==> src/rtl/manchester_rx_deframer.sv <==
// Manchester receive deframer.
// Aligns to the half-bit phase of the line, decodes bit pairs, hunts for the
// sync word and deserialises W data bits into a parallel word.
//
// Ports:
//   clk       system clock, one line half-bit per cycle
//   rst       synchronous reset, active-high
//   Din       Manchester line input
//   Dout      last received data word, MSB = first bit received
//   Done      one-cycle strobe, Dout updated this cycle
//   lock      high while in SYNC or DATA
//   code_err  one-cycle strobe, invalid pair while locked
//   err_cnt   saturating count of code_err pulses (only with RX_ERR_CNT_EN)
//
// Optional feature macro: RX_ERR_CNT_EN (adds err_cnt).
module manchester_rx_deframer #(
    parameter int unsigned           W            = 32,
    parameter int unsigned           SYNC_W       = 8,
    parameter logic [SYNC_W-1:0]     SYNC_PATTERN = 8'hD5,
    parameter int unsigned           LOCK_CNT     = 4
) (
    input  logic         clk,
    input  logic         rst,
    input  logic         Din,
    output logic [W-1:0] Dout,
    output logic         Done,
    output logic         lock,
`ifdef RX_ERR_CNT_EN
    output logic [15:0]  err_cnt,
`endif
    output logic         code_err
);

    localparam int unsigned BCW = $clog2(W);
    localparam int unsigned VCW = $clog2(LOCK_CNT + 1);

    typedef enum logic [1:0] {
        HUNT = 2'd0,
        SYNC = 2'd1,
        DATA = 2'd2
    } state_t;

    state_t            state, state_nxt;
    logic              phase, phase_nxt;
    logic              first_half;
    logic [VCW-1:0]    valid_cnt, valid_nxt;
    logic [SYNC_W-1:0] sync_sr, sync_nxt;
    logic [W-2:0]      data_sr, data_nxt;
    logic [BCW-1:0]    bit_cnt, bit_cnt_nxt;
    logic [W-1:0]      dout_nxt;
    logic              done_nxt;
    logic              err_nxt;

    logic              pair_valid;
    logic              pair_bit;
    logic [SYNC_W-1:0] sync_shift;
    logic [W-1:0]      word_full;

    // Pair decode: the first half carries the bit, halves must differ.
    assign pair_valid = first_half ^ Din;
    assign pair_bit   = first_half;
    assign sync_shift = {sync_sr[SYNC_W-2:0], pair_bit};
    assign word_full  = {data_sr, pair_bit};

    // Next-state and output logic.
    always_comb begin
        state_nxt   = state;
        phase_nxt   = ~phase;
        valid_nxt   = valid_cnt;
        sync_nxt    = sync_sr;
        data_nxt    = data_sr;
        bit_cnt_nxt = bit_cnt;
        dout_nxt    = Dout;
        done_nxt    = 1'b0;
        err_nxt     = 1'b0;

        if (phase) begin
            unique case (state)
                HUNT: begin
                    if (pair_valid) begin
                        if (valid_cnt >= VCW'(LOCK_CNT - 1)) begin
                            valid_nxt = VCW'(LOCK_CNT);
                            state_nxt = SYNC;
                            sync_nxt  = '0;
                        end else begin
                            valid_nxt = valid_cnt + VCW'(1);
                        end
                    end else begin
                        // Slip: hold phase so the next pair starts one sample later.
                        valid_nxt = '0;
                        phase_nxt = 1'b1;
                    end
                end
                SYNC: begin
                    if (!pair_valid) begin
                        err_nxt   = 1'b1;
                        state_nxt = HUNT;
                        valid_nxt = '0;
                    end else begin
                        sync_nxt = sync_shift;
                        if (sync_shift == SYNC_PATTERN) begin
                            state_nxt   = DATA;
                            bit_cnt_nxt = '0;
                        end
                    end
                end
                DATA: begin
                    if (!pair_valid) begin
                        err_nxt     = 1'b1;
                        state_nxt   = HUNT;
                        valid_nxt   = '0;
                        bit_cnt_nxt = '0;
                    end else begin
                        data_nxt = word_full[W-2:0];
                        if (bit_cnt == BCW'(W - 1)) begin
                            dout_nxt    = word_full;
                            done_nxt    = 1'b1;
                            state_nxt   = SYNC;
                            sync_nxt    = '0;
                            bit_cnt_nxt = '0;
                        end else begin
                            bit_cnt_nxt = bit_cnt + BCW'(1);
                        end
                    end
                end
                default: begin
                    state_nxt = HUNT;
                    valid_nxt = '0;
                end
            endcase
        end
    end

    // State and output registers.
    always_ff @(posedge clk) begin
        if (rst) begin
            state      <= HUNT;
            phase      <= 1'b0;
            first_half <= 1'b0;
            valid_cnt  <= '0;
            sync_sr    <= '0;
            data_sr    <= '0;
            bit_cnt    <= '0;
            Dout       <= '0;
            Done       <= 1'b0;
            lock       <= 1'b0;
            code_err   <= 1'b0;
        end else begin
            state      <= state_nxt;
            phase      <= phase_nxt;
            first_half <= Din;
            valid_cnt  <= valid_nxt;
            sync_sr    <= sync_nxt;
            data_sr    <= data_nxt;
            bit_cnt    <= bit_cnt_nxt;
            Dout       <= dout_nxt;
            Done       <= done_nxt;
            lock       <= (state_nxt != HUNT);
            code_err   <= err_nxt;
        end
    end

`ifdef RX_ERR_CNT_EN
    // Saturating code error counter, cleared only by rst.
    always_ff @(posedge clk) begin
        if (rst) begin
            err_cnt <= '0;
        end else if (err_nxt && (err_cnt != 16'hFFFF)) begin
            err_cnt <= err_cnt + 16'd1;
        end
    end
`endif

endmodule

==> config.mk <==
export PLATFORM = sky130hd
export DESIGN_NAME = manchester_rx_deframer
export DESIGN_NICKNAME = d
export VERILOG_FILES = /design/src/rtl/manchester_rx_deframer.sv
export SDC_FILE = /design/constraint.sdc
export NUM_CORES = 1
export LEC_CHECK = 0
export BUFFER_PORTS_ARGS = -buffer_cell sky130_fd_sc_hd__clkbuf_2
export CAP_MARGIN = 20
export CORE_UTILIZATION = 50
export DETAILED_ROUTE_END_ITERATION = 8
export GPL_ROUTABILITY_DRIVEN = 0
export PLACE_DENSITY_LB_ADDON = 0.08
export SYNTH_ARGS = -nofsm -noshare
export SYNTH_HDL_FRONTEND = slang
export SYNTH_SLANG_ARGS = --single-unit
==> constraint.sdc <==
create_clock -name clk -period 3 [get_ports clk]
set_clock_uncertainty 0.2 [all_clocks]
set_input_delay 0.75 -clock clk [delete_from_list [all_inputs] [get_ports clk]]
set_output_delay 0.75 -clock clk [all_outputs]
set_load 0.01 [all_outputs]
==> impl_metrics.py <==
metrics = {
    "synthesis": {
        "yosys-top-cells-count": "nand2_1 (142), dfxtp_1 (85), a21oi_1 (79)",
        "synth_most_common_cell": "nand2_1",
        "ys_ff_latch": 85,
        "synth_cell_types": 41,
        "ys_warn_count": 0,
        "syn_area_um2": 3260,
        "async_flop_share": 0,
        "synth.avg_cell_area_um2": 7.99,
        "synth.largest_area_cell": "dfxtp_1",
        "ys.flop_type": "dfxtp_1",
        "ys_seq_area_frac": 0.522,
        "synthTopCellsByArea": "dfxtp_1 (52%), nand2_1 (16%), a21oi_1 (12%), ha_1 (3.1%), clkbuf_1 (2.9%)",
        "synth_top_area_frac": 0.522,
        "syn-num-nets": 419,
        "netlist_instances": 408,
        "synth_edf_count": 0,
    },
    "floorplanning": {
        "io_pins": 38,
        "die_height_um": 82.7,
        "die_w_um": 82.7,
        "start_util": 0.516,
        "die-area_um2": 6850,
        "rows": 29,
        "core_area_um2": 6310,
    },
    "global_route": {
        "grt_pass1_vias": 2332,
        "grt-ovfl-total": 0,
        "track_usage": 0.204,
        "antenna_found_initial": 0,
        "grt_max_degree": 86,
        "grt_pass1_wl_um": 10600,
    },
    "clock_network": {
        "cts_hold_buf": 0,
        "post_cts_buffers": 0,
        "clock_latency_ns": 0.34,
        "cts_tree": "yes",
        "numCtsBuffers": 9,
        "htreeDepth": 3,
        "root_buffer": "clkbuf_8",
        "cts_sinks": 85,
        "post_cts_resized": 0,
        "path_clk_slew_ns": 0.09,
        "clock_path_buffers": 2,
    },
    "finish": {
        "finalNonFillerCells": 518,
        "nets": 447,
        "drive_gt1_frac": 0.141,
        "fillers": 592,
        "syn2layout_area_growth_pct": 14.8,
        "final_util": 0.593,
        "finish.instance_area_um2": 3740,
        "antenna_cells": 0,
    },
    "route": {
        "ant_nets": 0,
        "wl_per_cell_um": 12.3,
        "wl_um": 6380,
        "detail_route.iter0.violations": 113,
        "vias": 2733,
        "dr.pass1.iters": 4,
        "viasPerCell": 5.28,
        "drc": 0,
    },
    "critical_path": {
        "arrival_ns": 2.46,
        "worstRegToRegCells": 7,
        "crit_path_end_kind": "flip-flop",
        "cp_max_fo": 11,
        "r2r_start": "state[1]",
        "r2r_slack_ns": 0.62,
        "crit_required_ns": 3.08,
        "path_class": "reg -> reg",
        "start_kind": "flip-flop",
        "r2r_end": "bit_cnt[2]",
    },
    "power": {
        "power_leakage_nw": 1.32,
        "vdd_drop_max_uv": 351,
        "power.density_nw_per_um2": 558,
        "power_mw": 2.09,
    },
    "timing": {
        "tightest_slew_ns": 0.586,
        "rsz0062_at_grt": "false",
        "min_period_ns": 2.38,
        "max_freq_mhz": 421,
        "hold_viol": 0,
        "setup_viol": 0,
        "tns_ns": 0,
        "final.period_utilization": 0.792,
        "relSlewSlack": 0.599,
        "report.final.slew_viol_count": 0,
    },
    "placement": {
        "port_buffers": 37,
        "placed_area_um2": 3520,
        "dp.cells": 502,
        "dp_hpwl_um": 3900,
    },
    "worst_hold_path": {
        "hp-start": "Dout[13]",
        "hp-class": "reg -> reg",
        "hold_end": "Dout[13]",
        "min_path_cells": 2,
    },
    "outcome": {
        "status": "completed",
    },
    "job": {
        "maxCapViolations": 0,
    },
}
-- flip-flops by register name, indices dropped and copies added (netlist names) --
signal	cells
bit_cnt	5
code_err	1
data_sr	31
first_half	1
Done	1
phase	1
state	2
sync_sr	7
valid_cnt	3
Dout	32
lock	1
-- layout by cell type, fill, tap and decap left out, types with 2 or more instances in the layout --
cell type,synthesis,final
inv_1,6,6
clkbuf_8,0,10
nor2_1,5,4
dfxtp_1,85,85
nand3_1,11,11
o21ai_1,3,3
bufinv_16,0,2
nand2b_1,2,2
o211ai_1,2,2
a21oi_1,79,79
nand4_1,2,2
nor3_1,3,3
nand4b_1,2,2
o21ai_0,2,2
clkbuf_2,0,37
buf_12,0,2
ha_1,8,8
nor2b_1,2,2
nand2_1,142,142
and3_1,3,3
buf_4,1,6
clkinvlp_4,0,2
or2_1,2,2
-- report_power, final --
part           internal, mW  leakage (nW)  switching [mW]  total [mW]
clock                 0.493         0.106           0.403       0.896
sequential             1.13         0.685         0.00424        1.13
combinational        0.0173         0.530          0.0379      0.0552
total                  1.64          1.32           0.445        2.09
-- final cells by class --
class / count / area (um2) / share of cell area
clock inverter: 5 / 83.8 / 0.0224
multi-input combinational: 288 / 1420 / 0.380
timing repair buffer: 45 / 270 / 0.0722
tap: 77 / 96.3 / 0.0257
inverter: 7 / 26.3 / 0.00702
clock buffer: 11 / 141 / 0.0378
sequential: 85 / 1700 / 0.455
-- cells by family after synthesis --
logic type      share of synthesized area
simple gates                        0.230
compound gates                      0.167
flops                               0.522
buf+inv                            0.0422
fa+ha+maj                          0.0307
xor+xnor                          0.00768
-- worst max-delay path by stage --
stage	start	endpoint	slack [ns]	cells after the start
global route	state[1]	bit_cnt[2]	0.42	7
floorplan	Din	bit_cnt[2]	0.62	5
CTS	state[1]	bit_cnt[2]	0.62	7
global placement	Din	bit_cnt[2]	0.41	6
detailed placement	Din	bit_cnt[2]	0.39	6
finish	state[1]	bit_cnt[2]	0.62	7
-- critical path: stages, from the launching register on --
cell and delay (ns):
dfxtp_1 0.33, inv_1 0.12, ha_1 0.39, nand2_1 0.13, o41a_1 0.39, or2_1 0.28, or3b_1 0.37, a21oi_1 0.12
-- metal layers --
layer  vias up  global-route usage  share of wire
met5         -                   0              0
met4         0              0.0966          0.017
li1       1418                   -              -
met3        12              0.0396          0.033
met2        41               0.326           0.46
met1      1262               0.264           0.49
-- per-stage QoR --
step | setup slack [ns] | hold WS [ns]
after floorplan | 0.624 | 0.232
after global placement | 0.406 | 0.243
after detailed placement | 0.385 | 0.247
after CTS | 0.621 | 0.259
after global routing | 0.422 | 0.277
final | 0.624 | 0.255
No activity file was read; power rests on OpenSTA's default activity.
